### src/rtl/des_key_sched.sv
// DES key-schedule controller: PC-1 on load, per-round C/D rotation, PC-2 subkey
// presented over a valid/ready handshake in encrypt (K1..K16) or decrypt (K16..K1) order.
module des_key_sched (
    input  logic        clk,
    input  logic        rst,
    input  logic [1:64] key_in,
    input  logic        key_load,
    input  logic        decrypt,
    output logic        key_ready,
    output logic [48:1] subkey,
    output logic        subkey_valid,
    input  logic        subkey_ready,
    output logic [3:0]  round,
    output logic        busy,
    output logic        done
);
    // state | meaning
    // IDLE  | waiting for key_load; key_ready high
    // GEN   | presenting subkey for `round`; advance on handshake
    typedef enum logic {IDLE, GEN} state_t;

    localparam int PC1 [56] = '{
        57, 49, 41, 33, 25, 17,  9,  1, 58, 50, 42, 34, 26, 18,
        10,  2, 59, 51, 43, 35, 27, 19, 11,  3, 60, 52, 44, 36,
        63, 55, 47, 39, 31, 23, 15,  7, 62, 54, 46, 38, 30, 22,
        14,  6, 61, 53, 45, 37, 29, 21, 13,  5, 28, 20, 12,  4};

    localparam int PC2 [48] = '{
        14, 17, 11, 24,  1,  5,  3, 28, 15,  6, 21, 10,
        23, 19, 12,  4, 26,  8, 16,  7, 27, 20, 13,  2,
        41, 52, 31, 37, 47, 55, 30, 40, 51, 45, 33, 48,
        44, 49, 39, 56, 34, 53, 46, 42, 50, 36, 29, 32};

    state_t      state;
    logic        mode_dec;
    logic [27:0] c_q, d_q;
    logic [55:0] pc1_v;
    logic [55:0] cd;
    logic [4:0]  enc_idx, dec_idx;
    logic        two_enc, two_dec;

    // Internal vectors are descending: FIPS bit p lives at index (width - p).
    function automatic logic ls_is_two(input logic [4:0] n);
        return !(n == 5'd1 || n == 5'd2 || n == 5'd9 || n == 5'd16);
    endfunction

    function automatic logic [27:0] rotl(input logic [27:0] x, input logic two);
        return two ? {x[25:0], x[27:26]} : {x[26:0], x[27]};
    endfunction

    function automatic logic [27:0] rotr(input logic [27:0] x, input logic two);
        return two ? {x[1:0], x[27:2]} : {x[0], x[27:1]};
    endfunction

    always_comb begin
        pc1_v = '0;
        for (int i = 0; i < 56; i++) pc1_v[55-i] = key_in[PC1[i]];
    end

    assign cd = {c_q, d_q};

    always_comb begin
        subkey = '0;
        for (int i = 0; i < 48; i++) subkey[48-i] = cd[56-PC2[i]];
    end

    // Shift amount for the step out of the current round, indexed by pre-increment round.
    assign enc_idx = {1'b0, round} + 5'd2;
    assign dec_idx = 5'd16 - {1'b0, round};
    assign two_enc = ls_is_two(enc_idx);
    assign two_dec = ls_is_two(dec_idx);

    always_ff @(posedge clk) begin
        if (rst) begin
            state        <= IDLE;
            mode_dec     <= 1'b0;
            c_q          <= '0;
            d_q          <= '0;
            round        <= '0;
            key_ready    <= 1'b1;
            subkey_valid <= 1'b0;
            busy         <= 1'b0;
            done         <= 1'b0;
        end else begin
            done <= 1'b0;
            case (state)
                IDLE: begin
                    if (key_load) begin
                        mode_dec     <= decrypt;
                        c_q          <= decrypt ? pc1_v[55:28] : rotl(pc1_v[55:28], 1'b0);
                        d_q          <= decrypt ? pc1_v[27:0]  : rotl(pc1_v[27:0], 1'b0);
                        round        <= '0;
                        state        <= GEN;
                        key_ready    <= 1'b0;
                        subkey_valid <= 1'b1;
                        busy         <= 1'b1;
                    end
                end
                GEN: begin
                    if (subkey_ready) begin
                        if (round == 4'd15) begin
                            state        <= IDLE;
                            round        <= '0;
                            done         <= 1'b1;
                            key_ready    <= 1'b1;
                            subkey_valid <= 1'b0;
                            busy         <= 1'b0;
                        end else begin
                            round <= round + 4'd1;
                            c_q   <= mode_dec ? rotr(c_q, two_dec) : rotl(c_q, two_enc);
                            d_q   <= mode_dec ? rotr(d_q, two_dec) : rotl(d_q, two_enc);
                        end
                    end
                end
                default: state <= IDLE;
            endcase
        end
    end
endmodule

### config.mk
export PLATFORM = sky130hd
export DESIGN_NAME = des_key_sched
export DESIGN_NICKNAME = d
export VERILOG_FILES = /design/src/rtl/des_key_sched.sv
export SDC_FILE = /design/constraint.sdc
export NUM_CORES = 1
export LEC_CHECK = 0
export ABC_AREA = 1
export ABC_CLOCK_PERIOD_IN_PS = 1900
export CAP_MARGIN = 15
export CORE_ASPECT_RATIO = 1.75
export CORE_UTILIZATION = 48
export DETAILED_ROUTE_END_ITERATION = 16
export GPL_ROUTABILITY_DRIVEN = 0
export PLACE_DENSITY = 0.77
export REMOVE_ABC_BUFFERS = 1
export SYNTH_ARGS = -nofsm -noshare
export SYNTH_HDL_FRONTEND = slang
export SYNTH_SLANG_ARGS = --single-unit
### constraint.sdc
create_clock -name clk -period 1.9 [get_ports clk]
set_clock_uncertainty 0.15 [all_clocks]
set_input_delay 0.285 -clock clk [delete_from_list [all_inputs] [get_ports clk]]
set_output_delay 0.285 -clock clk [all_outputs]
set_load 0.005 [all_outputs]
* Word-level counts from Yosys, hierarchy flattened *
Cells that the tools add are included.

operators by class
  add/subtract/negate cells = 3
  eq/ne operators = 13
  muxes and demuxes = 33
  bitwise operators = 2
  reduce and logical (&&, ||, !) cells = 11

operator list
  cell                   number
  $mux W28               14
  $pmux W28 S2           2
  $mux W4                3
  $eq A5 B1 Y1 const B   2
  $eq A5 B2 Y1 const B   2
  $eq A5 B4 Y1 const B   2
  $eq A5 B5 Y1 const B   2
  $mux W1                10
  $pmux W4 S2            1
  $logic_or A1 B1 Y1     6
  $ne A2 B2 Y1 const B   3
  $pmux W1 S2            3
  $reduce_and A3 Y1      2
  $add A4 B2 Y5 const B  1
  $sub A5 B4 Y5 const A  1
  $add A4 B1 Y4 const B  1
  $eq A4 B4 Y1 const B   1
  $reduce_and A2 Y1      2
  $reduce_or A3 Y1       1
  $ne A2 B1 Y1 const B   1
  $not A1 Y1             2

word-level totals
  register bits = 65
  input bits = 69
  output and inout bits = 56
  word-level logic and storage cells = 70

* Logic depth before layout (Yosys ltp) *
Gate-level depths: netlist of the first run.

  depth in word-level cells = 10
  gate-level depth with buffers = 14
  mapped depth without buffers = 12

* Least setup slack after synthesis of the first run *
No wires, ideal clock.

  path type = reg2reg
  start = register round[1]
  end = register d_q[12]
  arrival = 1.854 ns
  path slack = -0.236 ns
  stages on the path, launching flop included = 11
  buffers on the path = 2
  clock period less this slack = 2.136 ns
  path through = dfxtp_1 > inv_1 > ha_1 > inv_1 > clkbuf_1 > buf_1 > nand3_1 > nand3_1 > nand3_1 > nand2_1 > a21oi_1

between the ends
  cells in the longest elaborated chain, start to end = 10
  elaborated cells between the ends (all ways) = 25
  classes of those cells = add/sub (2); eq/ne (10); mux (6); reduce/logical (7)

ends and longest elaborated chain
  item                                                   line    RTL
  from (decl)                                            13      output logic [3:0] round,
  from (signal assigned)                                 109     round <= round + 4'd1;
  $sub A5 B4 Y5 / $add A4 B2 Y5 (equally long branches)  69, 68
  $eq A5 B1 Y1 / $eq A5 B2 Y1 (equally long branches)    44      return !(n == 5'd1 || n == 5'd2 || n == 5'd9 || n == 5'd16);
  $logic_or A1 B1 Y1 (3 in a row)                        44
  $mux W28, on equally long branches                     52, 48
  $mux W28                                               111     d_q <= mode_dec ? rotr(d_q, two_dec) : rotl(d_q, two_enc);
  $mux W28                                               101     if (round == 4'd15) begin
  $mux W28                                               100     if (subkey_ready) begin
  $pmux W28 S2                                           86      case (state)
  to (signal assigned)                                   91      d_q <= decrypt ? pc1_v[27:0] : rotl(pc1_v[27:0], 1'b0);
  to (signal assigned)                                   111
  to (decl)                                              36      logic [27:0] c_q, d_q;

Parallel ways exist; a longest one is shown, timed or not. The select of a mux whose other input is x is not followed.
A chain may end at the register's enable or synchronous reset.

* Final worst setup path of the first run *
  start = register round[1]
  end = register c_q[26]

between the ends
  cells in the longest elaborated chain, start to end = 10
  elaborated cells between the ends (all ways) = 25
  classes of those cells = add/sub (2); eq/ne (10); mux (6); reduce/logical (7)

ends and longest elaborated chain
  item                                                   line    RTL
  $sub A5 B4 Y5 / $add A4 B2 Y5 (equally long branches)  69, 68
  $eq A5 B1 Y1 / $eq A5 B2 Y1 (equally long branches)    44
  $logic_or A1 B1 Y1 (3 in a row)                        44
  $mux W28, on equally long branches                     52, 48
  $mux W28                                               110     c_q <= mode_dec ? rotr(c_q, two_dec) : rotl(c_q, two_enc);
  $mux W28                                               101
  $mux W28                                               100
  $pmux W28 S2                                           86
  to (signal assigned)                                   90      c_q <= decrypt ? pc1_v[55:28] : rotl(pc1_v[55:28], 1'b0);
  to (signal assigned)                                   110
  to (decl)                                              36

Parallel ways exist; a longest one is shown, timed or not. The select of a mux whose other input is x is not followed.

==> results of run 1 <==
## state kept, by name, summed over array words and instances (netlist names)
signal     cells
busy           1
round          4
mode_dec       1
key_ready      1
d_q           28
c_q           28
done           1
state          1
## what timing repair did
action / in CTS / in global routing
setup endpoints to repair: 56 / 56
cloned: 2 / 8
hold buffers: 0 / 0
pin swaps: 6 / 22
resized for setup: 36 / 79
setup buffers: 5 / 2
## through the flow
step / hold slack, ns / util (%)
finish: 0.312 / 64.3
global route: 0.327 / 64.3
CTS: 0.313 / 60.9
detailed placement: 0.304 / 57.0
global placement: 0.302 / 57.0
floorplan: 0.204 / -
## power groups by stage
stage | Sequential, uW | Combinational (uW) | Clock (uW)
5_1_grt | 1610 | 2770 | 1630
4_1_cts | 1590 | 2290 | 1570
3_3_place_gp | 1620 | 2090 | 0
2_1_floorplan | 1640 | 1260 | 0
6_report | 1600 | 2520 | 1560
3_5_place_dp | 1620 | 2120 | 0
## synth_stat cells, drive strengths merged
library cell	count	area [um^2]
nand4	57	357
nand2	350	1320
nand3	281	1410
nor2	5	18.8
ha	7	87.6
inv	103	389
a21oi	62	310
nand3b	1	11.3
xor2	1	8.76
buf	109	718
clkbuf	37	140
nor3	1	10.0
a221oi	1	8.76
o21ai	43	215
dfxtp	65	1300
## cell families (layout without fill, tap and decap cells)
kind of cell,Yosys count,count (layout),synth area share (%)
AND/OR/NAND/NOR,695,695,49.6
XOR/XNOR,1,1,0.139
AO/OA/AOI/OAI,106,106,8.47
buffers and inverters,249,297,19.8
flip-flops,65,65,20.6
adder cells (fa/ha/maj),7,7,1.39
## path summary, 6_finish.rpt
check | startpoint | end | slack [ns] | cells past startpoint
worst max-delay path | round[1] | c_q[26] | -0.14 | 14
worst min-delay path | c_q[10] | c_q[10] | 0.31 | 2
worst max register to register | round[1] | c_q[26] | -0.14 | 14
worst min register to register | c_q[10] | c_q[10] | 0.31 | 2
## critical path, delay by kind of cell, from the launching register on
family / cells / cell delay (ns)
buffers and inverters: 3 / 0.39
AND/OR/NAND/NOR: 9 / 0.75
AO/OA/AOI/OAI: 1 / 0.13
flip-flops: 1 / 0.39
adder cells (fa/ha/maj): 1 / 0.15
## per-layer routing
metal | vias up | wire, um
li1 | 3743 | -
met1 | 3540 | 7940
met2 | 475 | 10400
met3 | 80 | 1720
met4 | 0 | 856
met5 | - | 0
## final cells by class
| class | instances | area (um^2) | area share, % |
|---|---|---|---|
| multi-input combinational | 809 | 4070 | 49.2 |
| timing repair buffer | 181 | 2010 | 24.3 |
| sequential | 65 | 1310 | 15.8 |
| inverter | 103 | 403 | 4.87 |
| clock buffer | 13 | 270 | 3.26 |
| tap | 171 | 214 | 2.58 |
## cells in the final DEF, fill, tap and decap left out, drive strengths merged, types with 5 or more instances in the layout
cell type	Yosys	final
dfxtp	65	65
nand4	57	57
o21ai	43	43
buf	109	58
clkbuf	37	20
nor2	5	5
nand2	350	350
a21oi	62	62
inv	103	100
nand3	281	281
ha	7	7
clkdlybuf4s50	0	115
==> results.md, run 1 <==
* Starting Density at 49.0%
* Share of layout cells above drive strength 1 at 13.3%
* Hold Violations, Final at 0
* Iter 0 DRT Violations at 1081
* Crit path time final at 2.04 ns
* Comb pwr share at 44.4%
* RSZ-0062 raised after global routing: yes
* Drt first pass iters at 7
* Register bit total from synthesis at 65
* Vias at 7838
* Clock Latency Late Sink at 0.34 ns
* Cells after DPL at 1314
* Die Ht at 154 um
* Crit path DAT at 2.15 ns
* Flop pwr share at 28.2%
* Core Footprint at 12900 um^2
* CTS Buffer Depth at 2
* Pre-CTS setup slack at -0.188 ns
* DRC viols at 0
* Post-route cell area at 8280 um^2
* Met3 Use GR at 3.65%
* Area Growth Syn to Fin at 31.2%
* Sinks on Clock Net at 65
* Initial antenna violation count at 0
* Final Non-Filler Cells at 1342
* CTS buffer count at 9
* H-tree Lvls at 3
* Pwr dens at 686 nW/um^2
* Part of the power in the clock network at 27.4%
* Worst hold path type: reg2reg
* WL final at 20900 um
* Clk slew on worst S/H paths at 0.05 ns
* Worst-Margin Slew at 0.713 ns
* Vias per inst at 5.84
* # rows at 55
* Failing checks: setup timing
* First-pass GRT wire length at 31500 um
* Cell area after synthesis at 6310 um^2
* Gr busiest metal: met2
* Finish-stage setup viols at 55
* Total die area at 13600 um^2
* # IOs at 125
* Sw frac at 36.6%
* GRT Total Usage at 28.7%
* WL/cell at 15.6 um
* Max VDD drop at 526 uV
* Total power at 5680 uW
* Worst Path Required at 2.01 ns
* # diodes at 0
* Status: finished with violations
* Grt met1 use at 35.6%
* Max-Slew Margin vs Limit at 52.5%
* Register area share after synthesis at 20.6%
* CP max FO at 6
* Total gr overflow at 0
* Synth unique cells at 24
* # Max-Cap Violations at 0
* Cells after Synth at 1123
* Leakage at 0.00384 uW
* Root buf cell: clkbuf_16
* Crit-path cells: inv_6 > ha_4 > nand3_2 > nand2_2 > nand2_2 > nand2_4 > nand3_4 > buf_6 > buf_8 > nand2_1 > nand3_1 > nand3_1 > nand2_1 > a21oi_1
* Vias in the first global route at 6758
* Tcrit/Tclk final at 107%
* Largest stage delay on the critical path at 0.39 ns
* Die width at 88.7 um
* Synth Warn # at 0
* Net load switching power at 2080 uW
* DP HPWL at 12700 um
* Nets at 1245
* # port buffers at 116
* Global Route met2 Usage at 46.6%
* Post-route ant nets at 0
* Mean Syn Cell Area at 5.62 um^2
* Setup TNS at -3.05 ns
* FILL cells at 1151
* Internal power at 3600 uW
* Worst setup margin at -0.138 ns
* Placed Area at 7340 um^2
* CP Launch Type: flop
* Worst path slowest cell: dfxtp_4
* CTS tree: built
* Crit path kind: reg2reg
* Worst Setup End Kind: flop
* Pins over their slew limit at 0
* Largest net degree at the start of global routing at 62
* Fmax at 0.491 GHz
(Power assumes the default switching activity.)
==> run 2: changes to the inputs <==
- ABC_CLOCK_PERIOD_IN_PS: 1900 -> 2600
- CORE_UTILIZATION: 48 -> 58
- PLACE_DENSITY: 0.77 -> 0.87
- clock period: 1.9 -> 2.6 ns (I/O delays scaled with it)
==> run 2 against run 1 <==
Against the previous run:
- the flow now finishes without violations
- clock power shrank 27%
- combinational power shrank 39%
- clock-buffer cell count is the same
- via count shrank 4.7%
- cell count shrank 5.6%
- flip-flop and latch count is the same
- first-iteration DRC count shrank 2.3%
- sequential power shrank 28%
- global-route usage grew 3.7 points
- sequential share of layout area grew 2.0 points
- largest cell class unchanged
- highest routed layer unchanged
==> results.md, run 2 (synthesis gave the netlist of run 1 again) <==
* Status: finished clean
* CP Launch Type: flop
* Tcrit/Tclk final at 89.1% (-18 points)
* Cells after DPL at 1251 (-4.8%)
* WL/cell at 14.6 um (-6.2%)
* Iter 0 DRT Violations at 1056 (-2.3%)
* Pwr dens at 524 nW/um^2 (-24%)
* Most frequent cells in the layout: nand2_1 (347), nand3_1 (279), clkdlybuf4s50_1 (115)
* FF+latch area at 1300 um^2 (-0.57%)
* First-pass GRT wire length at 29500 um (-6.3%)
* WL final at 18500 um (-11%)
* # rows at 50 (-9.1%)
* Clock Latency Late Sink at 0.34 ns (about the same)
* CTS tree: built
* Final Util at 68.9% (+4.5 points)
* Net load switching power at 1410 uW (-32%)
* Largest regs: c_q (28), d_q (28), round (4)
* CTS Buffer Depth at 2 (unchanged)
* Setup TNS at 0 ns (+3.05 ns)
* Die Ht at 140 um (-8.9%)
* Internal power at 2420 uW (-33%)
* Post-route ant nets at 0 (unchanged)
* # Max-Cap Violations at 0 (unchanged)
* CTS buffer count at 9 (unchanged)
* Root buf cell: clkbuf_16
* Pins over their slew limit at 0 (unchanged)
* Comb pwr share at 40.0% (-4.4 points)
* Drt first pass iters at 6 (-1)
* Post-CTS setup buffer count at 0 (-5)
* Sw frac at 36.9% (+0.23 points)
* Max-Slew Margin vs Limit at 55.8% (+3.3 points)
* RSZ-0062 raised after global routing: no
* Post-route cell area at 7320 um^2 (-12%)
* Leakage at 0.00350 uW (-8.7%)
* Multi-input logic area at 3760 um^2 (-7.5%)
* Leading cell type in the layout, fill and taps excluded: nand2_1
* Part of the power in the clock network at 29.7% (+2.3 points)
* Post_cts resized at 0 (-100%)
* Vias per inst at 5.89 (+0.92%)
* Crit path kind: reg2reg
* Placed Area at 7050 um^2 (-4.0%)
* Pre-CTS setup slack at 0.323 ns (+0.511 ns)
* Flop pwr share at 30.3% (+2.1 points)
* GRT Total Usage at 32.4% (+3.7 points)
* Nets at 1208 (-3.0%)
* Largest net degree at the start of global routing at 61 (-1.6%)
* Area Growth Syn to Fin at 16.1%
* Vias at 7468 (-4.7%)
* Hold Violations, Final at 0 (unchanged)
* Max VDD drop at 420 uV (-20%)
* Worst Path Required at 2.65 ns (+0.64 ns)
* Clk slew on worst S/H paths at 0.06 ns (about the same)
* Vias in the first global route at 6463 (-4.4%)
* Crit path time final at 2.32 ns (+0.278 ns)
* Finish-stage setup viols at 0 (-100%)
* Starting Density at 59.3% (+10 points)
* H-tree Lvls at 3 (unchanged)
* # IOs at 125 (unchanged)
* Fmax at 0.432 GHz (-12%)
* Post-CTS Hold Buffers at 0 (unchanged)
* DRC viols at 0 (unchanged)
* Total die area at 11300 um^2 (-17%)
* Total gr overflow at 0 (unchanged)
* Die width at 80.8 um (-8.8%)
* Initial antenna violation count at 0 (unchanged)
* Crit path DAT at 2.37 ns (+0.22 ns)
* Share of layout cells above drive strength 1 at 5.01% (-8.3 points)
* Sinks on Clock Net at 65 (unchanged)
* Final Non-Filler Cells at 1267 (-5.6%)
* FILL cells at 987 (-14%)
* Core Footprint at 10600 um^2 (-17%)
* Worst setup margin at 0.284 ns (+0.422 ns)
* DP HPWL at 11600 um (-8.6%)
* Worst Setup End Kind: flop
* # port buffers at 116 (unchanged)
* Worst hold path type: reg2reg
* CP max FO at 17 (+11)
* Worst-Margin Slew at 0.664 ns (-0.0492 ns)
* # diodes at 0 (unchanged)
==> run 2: final cells by class <==
class	count	share of cell area, %
Clock buffer	13	3.55
Sequential cell	65	17.8
Inverter	103	5.31
Timing Repair Buffer	144	19.5
Tap cell	130	2.22
Multi-Input combinational cell	809	51.4
Clock inverter	3	0.205
==> run 2: final timing paths <==
path                  from  endpoint  slack (ns)  cells after the start
hold / removal     c_q[19]   c_q[19]        0.33                      2
setup / recovery  round[0]   c_q[18]        0.28                     13
hold reg to reg    c_q[19]   c_q[19]        0.33                      2
setup reg to reg  round[0]   c_q[18]        0.28                     13
==> run 2: power by group through the flow <==
stage | Combinational, uW | Sequential [uW] | Clock (uW)
detailed placement | 1500 | 1180 | 0
CTS | 1510 | 1160 | 1150
floorplan | 922 | 1200 | 0
global route | 1700 | 1170 | 1200
global placement | 1470 | 1180 | 0
finish | 1530 | 1160 | 1140
==> run 2: critical path, stage by stage (launching register included) <==
cell	delay (ns)
dfxtp_1	0.42
inv_2	0.11
ha_1	0.23
nand2_1	0.07
inv_1	0.04
nand2_1	0.06
nand3b_2	0.12
nand3_2	0.29
buf_4	0.29
nand2_1	0.08
nand3_1	0.07
nand3_1	0.09
nand2_1	0.09
a21oi_1	0.06
==> run 2: metal layers <==
layer	global-route usage, %	vias up	part of all wire [%]	wire length, um
met4	15.7	0	3.6	667
met3	4.17	70	8.0	1480
met1	40.0	3301	38	7110
met5	0	-	0	0
li1	-	3674	-	-
met2	54.1	423	50	9240
==> run 2: through the flow <==
step           hold slack [ns]  total power (uW)
2_1_floorplan            0.289              2120
3_3_place_gp             0.303              2650
3_5_place_dp             0.310              2680
4_1_cts                  0.330              3830
5_1_grt                  0.348              4070
6_report                 0.328              3840
==> run 3: changes to the inputs <==
- CAP_MARGIN: 15 -> 20
==> results of run 3 <==
Final layout, timing and power as in run 2 (identical DEF).
